--- src/rtl/alu_seq.sv ---
// Registered ALU with start/busy/done handshake. Single-cycle ops complete on
// the accepting edge; opc 8 runs a W-iteration unsigned shift-add multiply.
module alu_seq #(
    parameter int W = 16
) (
    input  logic         clk,
    input  logic         rst_n,
    input  logic         start,
    input  logic [W-1:0] in_a,
    input  logic [W-1:0] in_b,
    input  logic [3:0]   opc,
    input  logic         inc,
    output logic [W-1:0] w,
    output logic         zer,
    output logic         neg,
    output logic         ovf,
    output logic         busy,
    output logic         done
);

    localparam int             CW      = $clog2(W) + 1;
    localparam logic [CW-1:0]  LAST    = CW'(W - 1);
    localparam logic [CW-1:0]  CNT_ONE = CW'(1);
    localparam logic [W-1:0]   MIN_VAL = {1'b1, {(W-1){1'b0}}};
    localparam logic [W-1:0]   ONE     = {{(W-1){1'b0}}, 1'b1};

    typedef enum logic [1:0] {IDLE, EXEC, MUL} state_t;

    state_t         state_reg, state_next;
    logic [W-1:0]   w_reg, w_next;
    logic           zer_reg, zer_next;
    logic           neg_reg, neg_next;
    logic           ovf_reg, ovf_next;
    logic           done_reg, done_next;
    logic [W-1:0]   acc_reg, acc_next;
    logic [W-1:0]   mcand_reg, mcand_next;
    logic [W-1:0]   mplier_reg, mplier_next;
    logic [CW-1:0]  cnt_reg, cnt_next;

    logic [W-1:0]   b_half;
    logic [W-1:0]   alu_res;
    logic           alu_ovf;
    logic [W-1:0]   acc_sum;

    // Single-cycle datapath works straight from the inputs: the result is
    // registered on the accepting edge, which is the operand capture.
    always_comb begin
        b_half  = {in_b[W-1], in_b[W-1:1]};
        alu_res = '0;
        alu_ovf = 1'b0;
        case (opc)
            4'd0: begin
                alu_res = -in_a;
                alu_ovf = (in_a == MIN_VAL);
            end
            4'd1: begin
                alu_res = in_a + ONE;
                alu_ovf = ~in_a[W-1] & alu_res[W-1];
            end
            4'd2: begin
                alu_res = in_a + in_b + {{(W-1){1'b0}}, inc};
                alu_ovf = (in_a[W-1] == in_b[W-1]) && (alu_res[W-1] != in_a[W-1]);
            end
            4'd3: begin
                alu_res = in_a + b_half;
                alu_ovf = (in_a[W-1] == b_half[W-1]) && (alu_res[W-1] != in_a[W-1]);
            end
            4'd4: alu_res = in_a & in_b;
            4'd5: alu_res = in_a | in_b;
            4'd6: alu_res = {in_a[W/2-1:0], in_b[W/2-1:0]};
            default: ;
        endcase
    end

    assign acc_sum = acc_reg + (mplier_reg[0] ? mcand_reg : '0);

    always_comb begin
        state_next  = state_reg;
        w_next      = w_reg;
        zer_next    = zer_reg;
        neg_next    = neg_reg;
        ovf_next    = ovf_reg;
        done_next   = 1'b0;
        acc_next    = acc_reg;
        mcand_next  = mcand_reg;
        mplier_next = mplier_reg;
        cnt_next    = cnt_reg;
        case (state_reg)
            IDLE, EXEC: begin
                state_next = IDLE;
                if (start) begin
                    if (opc == 4'd8) begin
                        acc_next    = '0;
                        mcand_next  = in_a;
                        mplier_next = in_b;
                        cnt_next    = '0;
                        state_next  = MUL;
                    end else begin
                        w_next     = alu_res;
                        zer_next   = (alu_res == '0);
                        neg_next   = alu_res[W-1];
                        ovf_next   = alu_ovf;
                        done_next  = 1'b1;
                        state_next = EXEC;
                    end
                end
            end
            MUL: begin
                acc_next    = acc_sum;
                mcand_next  = {mcand_reg[W-2:0], 1'b0};
                mplier_next = {1'b0, mplier_reg[W-1:1]};
                cnt_next    = cnt_reg + CNT_ONE;
                if (cnt_reg == LAST) begin
                    // Low W bits of the unsigned product need no sign fix-up.
                    w_next     = acc_sum;
                    zer_next   = (acc_sum == '0);
                    neg_next   = acc_sum[W-1];
                    ovf_next   = 1'b0;
                    done_next  = 1'b1;
                    cnt_next   = '0;
                    state_next = IDLE;
                end
            end
            default: state_next = IDLE;
        endcase
    end

    always_ff @(posedge clk or negedge rst_n) begin
        if (!rst_n) begin
            state_reg  <= IDLE;
            w_reg      <= '0;
            zer_reg    <= 1'b1;
            neg_reg    <= 1'b0;
            ovf_reg    <= 1'b0;
            done_reg   <= 1'b0;
            acc_reg    <= '0;
            mcand_reg  <= '0;
            mplier_reg <= '0;
            cnt_reg    <= '0;
        end else begin
            state_reg  <= state_next;
            w_reg      <= w_next;
            zer_reg    <= zer_next;
            neg_reg    <= neg_next;
            ovf_reg    <= ovf_next;
            done_reg   <= done_next;
            acc_reg    <= acc_next;
            mcand_reg  <= mcand_next;
            mplier_reg <= mplier_next;
            cnt_reg    <= cnt_next;
        end
    end

    assign w    = w_reg;
    assign zer  = zer_reg;
    assign neg  = neg_reg;
    assign ovf  = ovf_reg;
    assign done = done_reg;
    assign busy = (state_reg == MUL);

endmodule

--- config.mk ---
export PLATFORM = sky130hd
export DESIGN_NAME = alu_seq
export DESIGN_NICKNAME = d
export VERILOG_FILES = /design/src/rtl/alu_seq.sv
export SDC_FILE = /design/constraint.sdc
export NUM_CORES = 1
export LEC_CHECK = 0
export CAP_MARGIN = 20
export CORE_MARGIN = 3
export CORE_UTILIZATION = 59
export CTS_BUF_LIST = sky130_fd_sc_hd__clkbuf_2
export DETAILED_ROUTE_END_ITERATION = 6
export MAX_ROUTING_LAYER = met4
export PLACE_DENSITY_LB_ADDON = 0.15
export SKIP_CTS_REPAIR_TIMING = 1
export SLEW_MARGIN = 20
export SYNTH_ARGS = -nofsm -noshare
export SYNTH_HDL_FRONTEND = slang
export SYNTH_SLANG_ARGS = --single-unit
--- constraint.sdc ---
create_clock -name clk -period 3.5 [get_ports clk]
set_clock_uncertainty 0.05 [all_clocks]
set_input_delay 0.7 -clock clk [delete_from_list [all_inputs] [get_ports clk]]
set_output_delay 0.7 -clock clk [all_outputs]
set_load 0.01 [all_outputs]
---- After elaboration in Yosys (flattened, before gate mapping) ----
Index checks and enable logic that the tools add are counted.
operators by class
  $add $sub $neg .......................... 7
  equal/unequal tests ..................... 18
  muxes and demuxes ....................... 40
  bitwise gates (word level) .............. 4
  reductions and logical operators ........ 10
operators with widths
  operator                                                         count
  16-bit 2-to-1 mux                                                10
  16-bit case mux with 2 select lines                              4
  16-bit case mux with 7 select lines                              1
  16-bit adder                                                     3
  16-bit logical NOT                                               2
  16-bit by 1-bit adder with 16-bit output                         1
  16-bit by 1-bit adder with 16-bit output, second input constant  1
  16-bit AND                                                       1
  16-bit == test, second input constant                            1
  16-bit negator                                                   1
  16-bit bitwise OR                                                1
  5-bit 2-to-1 mux                                                 3
  4-bit by 3-bit == test with 1-bit output, second input constant  3
  1-bit 2-to-1 mux                                                 12
  5-bit case mux with 2 select lines                               1
  4-bit by 2-bit == test with 1-bit output, second input constant  2
  1-bit case mux with 2 select lines                               4
  2-bit 2-to-1 mux                                                 3
  2-bit inequality test, second input constant                     3
  5-bit by 1-bit adder with 5-bit output, second input constant    1
  5-bit by 4-bit == test with 1-bit output, second input constant  1
  4-bit by 1-bit == test with 1-bit output, second input constant  1
  4-bit == test, second input constant                             1
  4-bit logical NOT                                                1
  15 further kinds                                                 17
word-level totals
  bits in registers ....................... 75
  input port bits ......................... 40
  output and inout bits ................... 21

---- Depth between registers and ports, before layout ----
  word-level depth ........................ 8
  depth in mapped cells ................... 13

---- Worst setup path before layout ----
Ideal clock, no wire load.
  path type ............................... input port to flip-flop
  from .................................... in in_a[5]
  to ...................................... reg zer_reg, in the netlist zer
  library setup time ...................... 0.075 ns
  arrival time ............................ 3.309 ns
  required time ........................... 3.375 ns
  path slack .............................. 0.066 ns
  cell stages on the path ................. 12
  buffers on the path ..................... 1
  cells stage by stage .................... clkbuf_1 inv_1 ha_1 o21ai_0 o2bb2ai_1 a2111oi_0 or4_1 and3_1 a211oi_1 and4_1 nand4_1 o211ai_2
on the way
  cells in the longest elaborated chain, start to end .. 7
  elaborated cells between the ends (all ways) .. 12
  those cells by class .................... 5 x add/sub; 4 x mux; 2 x bitwise; 1 x reduce/logical
ends and longest elaborated chain
  item                                      line  RTL
  start, declared                           9     input logic [W-1:0] in_a,
  16-bit adder                              61    alu_res = in_a + in_b + {{(W-1){1'b0}}, inc};
  16-bit by 1-bit adder with 16-bit output  61
  16-bit case mux with 7 select lines (*)   51    case (opc)
  16-bit logical NOT (*)                    100   zer_next = (alu_res == '0);
  1-bit 2-to-1 mux (*)                      92    if (opc == 4'd8) begin
  1-bit 2-to-1 mux (*)                      91    if (start) begin
  1-bit case mux with 2 select lines (*)    88    case (state_reg)
  end signal, assigned                      143   zer_reg <= zer_next;
  end, declared                             31    logic zer_reg, zer_next;
Mark *: on every way between the ends. The rest lies on a longest branch, timed or not. The select of a mux whose other input is x is not followed.
A chain may end at the register's enable or synchronous reset.

---- Worst setup path after layout ----
  from .................................... in in_a[2]
  to ...................................... reg w_reg[10], in the netlist w[10]
on the way
  cells in the longest elaborated chain, start to end .. 6
  elaborated cells between the ends (all ways) .. 9
  those cells by class .................... 5 x add/sub; 4 x mux
ends and longest elaborated chain
  item                                      line  RTL
  16-bit adder                              61
  16-bit by 1-bit adder with 16-bit output  61
  16-bit case mux with 7 select lines (*)   51
  16-bit 2-to-1 mux (*)                     92
  16-bit 2-to-1 mux (*)                     91
  16-bit case mux with 2 select lines (*)   88
  end signal, assigned                      142   w_reg <= w_next;
  end, declared                             30    logic [W-1:0] w_reg, w_next;
Marked as above.

==> metrics.md <==
| Metric | Value |
|---|---|
| Status | finished with violations |
| Failing checks | design-rule violations |
| Synthesized area | 0.007284 sq mm |
| Minimum clock period | 3.429 ns |
| Yosys warns | 0 |
| DRC errors left | 6 |
| Proportion of layout cells with a drive suffix above 1 | 20.82% |
| Peak Freq | 291.6 MHz |
| CP arrival | 3.84 ns |
| Gpl congestion | 1.120 |
| Gr usage total | 38.53% |
| RSZ-0062 raised after global routing | true |
| Peak VDD IR | 0.4131 mV |
| Post-synth cell types | 73 |
| Bufs on Longest Clock Path | 2 |
| Core ar. | 0.01176 sq mm |
| Critical Path RT | 3.91 ns |
| Crit Path Max Fanout | 10 |
| Pwr Total | 3.618 mW |
| Most frequent CP cell | buf_4 |
| Seq/Total Area, Yosys | 25.44% |
| Syn Area/Cell | 7.700 sq um |
| # diodes | 0 |
| Worst-path cell chain | clkdlybuf4s50_1, buf_4, ha_1, buf_4, nand2b_1, buf_4, a21oi_1, buf_4, nor4b_1, nor2_1, xnor2_1, o211ai_1, buf_4, nand2_1, a31oi_1 |
| Initial antenna violation count | 0 |
| Die Area | 0.01372 sq mm |
| Reg clk slew, reported paths | 0.24 ns |
| Core Rows | 39 |
| CTS tree | yes |
| IO buf count | 60 |
| PwrDens | 382.0 mW/mm^2 |
| Syn-to-layout area delta | 30.01% |
| Die width | 117.1 um |
| Skew-Pair Late Insertion Delay | 0.54 ns |
| Pre-CTS WS | -0.6359 ns |
| Slew Viols, Final | 0 |
| Syn_nets | 1,056 |
| Lkg Pwr | 4.477 nW |
| Final setup violation count | 0 |
| Crit. End Element | flop |
| Post-DR vias/cell | 6.209 |
| Post-route design area | 0.009470 sq mm |
| Critical path's top delay family | buffers and inverters |
| Fillers | 812 |
| Total CTS buffers | 9 |
| Min-Delay Path Class | in2async |
| Syn Inst Count | 946 |
| Worst Tran Pin Value | 0.9383 ns |
| Worst rel slew slack | 37.45% |
| Final ANT Viol Nets | 0 |
| Largest net degree at the start of global routing | 83 |
| Number of synthesized flops with an enable pin | 0 |
| DR vias | 8,177 |
| WL final | 25,380 um |
| Fin nets | 1,259 |
| First-pass GRT wire length | 39,360 um |
| CP startpoint kind | primary input |
| Die height | 117.1 um |
| Max-cap check violation count | 0 |
| Ys flop type | dfrtp_1 |
| Placed instance area | 0.009279 sq mm |
| Max stage delay cell, worst path | clkdlybuf4s50_1 |
| Async SR Flop Fraction | 100.0% |
| CP bufs+invs | 6 |
| First DRT Iteration DRCs | 860 |
| Wirelength per Cell | 19.27 um |
| Initial Util | 61.94% |
| Tcrit/Tclk final | 97.97% |
| H-tree depth | 3 |
| Slowest cell delay on critical path | 0.49 ns |
| Sinks on Clock Net | 74 |
| Final hold violations | 0 |
| Crit Path Class | in2reg |
| Root buf cell | clkbuf_2 |
| FF+latch count, synth | 74 |
| Post-DP HPWL | 20,240 um |
| Congestion Overflow GR | 0 |
| DR pass1 iterations | 7 |
| Final setup margin | 0.07112 ns |
| Vias in the first global route | 7,609 |
| Reg2reg setup slack | 0.10 ns |
| I/O Pins | 61 |
-- synthesized netlist by cell type, types with 3 or more instances --
cell	count	area share, %
nor3b_1	5	0.52
a21o_1	14	1.4
o221ai_1	5	0.60
o2111ai_1	3	0.36
or4_1	6	0.62
o211a_1	3	0.41
a21oi_1	85	5.8
clkbuf_1	43	2.2
dfrtp_1	73	25
nand3b_1	3	0.31
nand2_1	112	5.8
o31ai_1	7	0.72
nor3_1	12	0.82
or3_1	4	0.34
and2_1	20	1.7
inv_1	43	2.2
and3_1	8	0.69
nand3_1	32	2.2
nand4_1	11	0.94
xor2_1	14	1.7
o22ai_1	8	0.69
o21bai_1	6	0.62
o221a_2	3	0.46
nor4_1	4	0.34
o21ai_0	75	5.2
buf_6	4	0.62
xnor2_1	30	3.6
mux2i_1	9	1.2
fa_1	4	1.1
a211o_1	6	0.72
a211oi_1	13	1.3
a2111oi_0	4	0.48
a31oi_1	10	0.86
o21a_1	9	0.93
or2_2	4	0.34
buf_4	3	0.31
ha_1	66	11
a221oi_1	13	1.6
nand2b_1	13	1.1
buf_2	4	0.27
nor2_1	94	4.8
nor2b_1	13	1.1
a22o_1	3	0.36
o211ai_1	10	1.0
-- final cells by class --
type,count,area (sq um),area share (%)
Inverter,45,168.9,1.784
Clock buffer,9,45.04,0.4756
Timing Repair Buffer,247,2042,21.56
Multi-Input combinational cell,772,5089,53.73
Sequential cell,74,1853,19.57
Clock inverter,6,67.56,0.7134
Tap cell,164,205.2,2.167
-- cell usage in the layout (no fill, tap or decap), types with 12 or more instances in the layout --
cell	instances
buf_4	185
nor2b_1	12
inv_1	42
a21o_1	14
a21oi_1	84
dfrtp_1	73
xnor2_1	29
nand2b_1	13
and2_1	20
nor2_1	94
nor3_1	12
o21ai_0	75
nand2_1	111
nand3_1	32
clkdlybuf4s50_1	58
xor2_1	14
ha_1	66
-- worst reg2reg max path, delay by kind of cell (launching register included) --
kind	cells	cell delay, ns
DFF	1	0.47
and+or+nand+nor	7	1.90
xor gates and xnor gates	1	0.16
adders and majority gates	2	0.60
AOI/OAI and AO/OA	1	0.18
-- final timing paths --
check | start | end | cells after the start
max in group asynchronous | rst_n | acc_reg[11] | 1
hold / removal | rst_n | acc_reg[4] | 1
setup reg to reg | mplier_reg[0] | zer | 11
setup / recovery | in_a[2] | w[10] | 15
min in group clk | cnt_reg[3] | cnt_reg[3] | 1
hold reg to reg | cnt_reg[3] | cnt_reg[3] | 1
-- kinds of logic after synthesis --
kind of cell / share of synthesized area [%]
DFF: 25.44
AOI/OAI and AO/OA: 25.71
xor gates and xnor gates: 5.290
and+or+nand+nor: 23.63
buffers and inverters: 5.788
adders and majority gates: 12.44
muxes: 1.700
-- power by group --
part           switching [mW]  internal [mW]  leakage [nW]
registers               0.189           1.11         0.923
logic                   0.990          0.841          3.49
clock network           0.329          0.163        0.0644
total                    1.51           2.11          4.48
-- through the flow --
| stage | std cells | TNS [ns] | hold WS, ns | util (%) |
|---|---|---|---|---|
| floorplan | 946 | 0 | 0.3544 | - |
| global placement | 1302 | -4.698 | 0.4092 | 78.90 |
| detailed placement | 1302 | -5.308 | 0.4240 | 78.90 |
| CTS | 1317 | -0.1582 | 0.2212 | 79.86 |
| global route | 1317 | -0.04053 | 0.2381 | 80.53 |
| finish | 1317 | 0 | 0.2082 | 80.53 |
-- metal layers --
metal	GRT usage, %	share of wire (%)	vias up
li1	-	-	3804
met1	48.63	41	3830
met2	59.88	45	434
met3	7.301	8.9	109
met4	17.89	5.3	0
met5	-	0	-
No activity file was read; power rests on OpenSTA's default activity.
==> RTL change, RTL diff (same settings) <==
Make the reset (`rst_n`) synchronous in one clocked block.
--- a/src/rtl/alu_seq.sv
+++ b/src/rtl/alu_seq.sv
@@ -125,7 +125,7 @@
         endcase
     end
 
-    always_ff @(posedge clk or negedge rst_n) begin
+    always_ff @(posedge clk) begin
         if (!rst_n) begin
             state_reg  <= IDLE;
             w_reg      <= '0;
Formal check against the unedited RTL: differs if rst_n is asserted again (counterexample within 4 cycles, from zero or initial values and one cycle with rst_n low); with rst_n held inactive, the same outputs for 10 cycles.
==> RTL change against the original RTL <==
The flow finishes with violations (setup timing). Worst hold slack gained 0.23 ns. Count of clock-buffer cells in the layout unchanged. Die area rose by 2.9%. Combinational power down 46%. Sequential cell count did not move. Routed wire length rose by 14%. Final area is 8.8% higher. Critical path depth shrank 3. Synthesized area grew 3.1%. Worst setup slack worse by 0.20 ns. Core utilization grew 3.9 points. Total power fell by 33%. Critical path type is now reg -> reg.
==> RTL change: results (changes against the original RTL) <==
[clock_network]
clock_latency_ns = 0.60  ; +0.06 ns

[final_layout]
finalNonFillerCells = 1450  ; +10%
nNetsFinal = 1387  ; +10%
drive_gt1_share_pct = 25.4  ; +4.5 points

[status]
violations = setup timing
run_status = finished with violations

[placed_design]
hpwl_um = 21000  ; +3.8%
placed_area_mm2 = 0.00980  ; +5.6%

[global_route]
grt_max_degree = 87  ; +4.8%
grt_pass1_wl_um = 42800  ; +8.7%
grtUsageTotal_pct = 38.1  ; -0.42 points
grt_pass1_vias = 8567  ; +13%

[worst_hold_path]
min_path_type = reg -> reg

[yosys]
yosys.area_share.adder_pct = 12.1  ; -0.37 points
postSynthAreaPerCell_um2 = 7.23  ; -6.0%
synth_area_leaders = dfxtp_1 (20%), ha_1 (11%), nand2_1 (6.5%)
ys_seq_area_share_pct = 19.7  ; -5.7 points
synth_compound_area_share_pct = 28.0  ; +2.3 points
synthesis.nets = 1148  ; +8.7%
yosysUniqueCellTypes = 84  ; +15%
async_flop_share_pct = 0  ; -100 points
synthTopCellsByCount = nand2_1 (130), nor2_1 (95), dfxtp_1 (74), ha_1 (66), a21oi_1 (63)
synthXorXnorAreaFrac_pct = 4.55  ; -0.74 points
synth_mux_area_share_pct = 1.65  ; -0.051 points

[sta]
setup_tns_ns = -0.130  ; -0.130 ns
setup_violations = 1  ; +1
worst_slack_ns = -0.130  ; -0.201 ns

[route]
via_count = 9389  ; +15%
first_iter_violations = 1176  ; +37%
wl_um = 28900  ; +14%

[worst_setup_path]
worstRegToRegCells = 12  ; +1
critical_path.max_fanout = 3  ; -7
cpPeakStageDelay_ns = 0.57  ; +0.08 ns
crit_family = simple AND/OR/NAND/NOR gates
r2r_end = zer$_SDFFE_PN1P_
reg2reg_from = mcand_reg[0]$_SDFFE_PN0P_
cp_data_arrival_time_ns = 4.12  ; +0.28 ns
cp_slowest_cell = or4_4

[power]
leakage_uw = 0.00446  ; -0.27%
ir_drop_uv = 130  ; -68%

RTL change: cell types whose count changed after synthesis, sizes merged, moves of 7 or more:
cell / delta
dfxtp: +74
dfrtp: -73
a311oi: +30
a21oi: -22
nand2: +18
o21ai: -17
clkbuf: +14
a211oi: +11
a221oi: -11
nor3: +10
a22oi: +9
a21boi: +8
nor2b: +7
nor4: +7
RTL change: cell type report:
type                    instances  area (µm²)
fillers                       802        1900
repair buffers                302        2470
flip-flops and latches         74        1480
clock buffers                   9        45.0
multi-input cells             841        5840
well taps                     168         210
clock inverters                 7        76.3
inverters                      49         184
RTL change: per-stage QoR:
stage,worst slack (ns),util (%),hold slack [ns]
floorplan,0.0195,-,0.382
global placement,-0.726,80.2,0.399
detailed placement,-0.813,80.2,0.415
CTS,-0.353,81.2,0.438
global route,-0.224,84.4,0.466
finish,-0.130,84.4,0.443
RTL change: cell families after synthesis:
| group | after synthesis |
|---|---|
| compound gates | 307 |
| xor+xnor | 39 |
| fa+ha+maj | 70 |
| buf+inv | 123 |
| flops | 74 |
| mux | 12 |
| simple gates | 413 |
RTL change: per-layer routing:
metal / vias to the layer above / GRT usage, % / wire length, µm
met1: 4363 / 46.8 / 10900
met3: 140 / 6.32 / 2890
met2: 622 / 62.4 / 13600
met5: - / - / 0
li1: 4264 / - / -
met4: 0 / 15.9 / 1440
RTL change: worst register-to-register path, delay by kind of cell (launching register included):
family | cells | cell delay [ns]
AND/OR/NAND/NOR | 4 | 1.33
AO/OA/AOI/OAI | 4 | 0.91
adder cells (fa/ha/maj) | 2 | 0.56
flip-flops | 1 | 0.37
buffers and inverters | 1 | 0.19
XOR/XNOR | 1 | 0.17
RTL change: report_power, final:
group          switching (µW)  leakage, µW  internal, µW
combinational             514      0.00379           477
clock                     361    0.0000689           169
sequential               18.8     0.000602           873
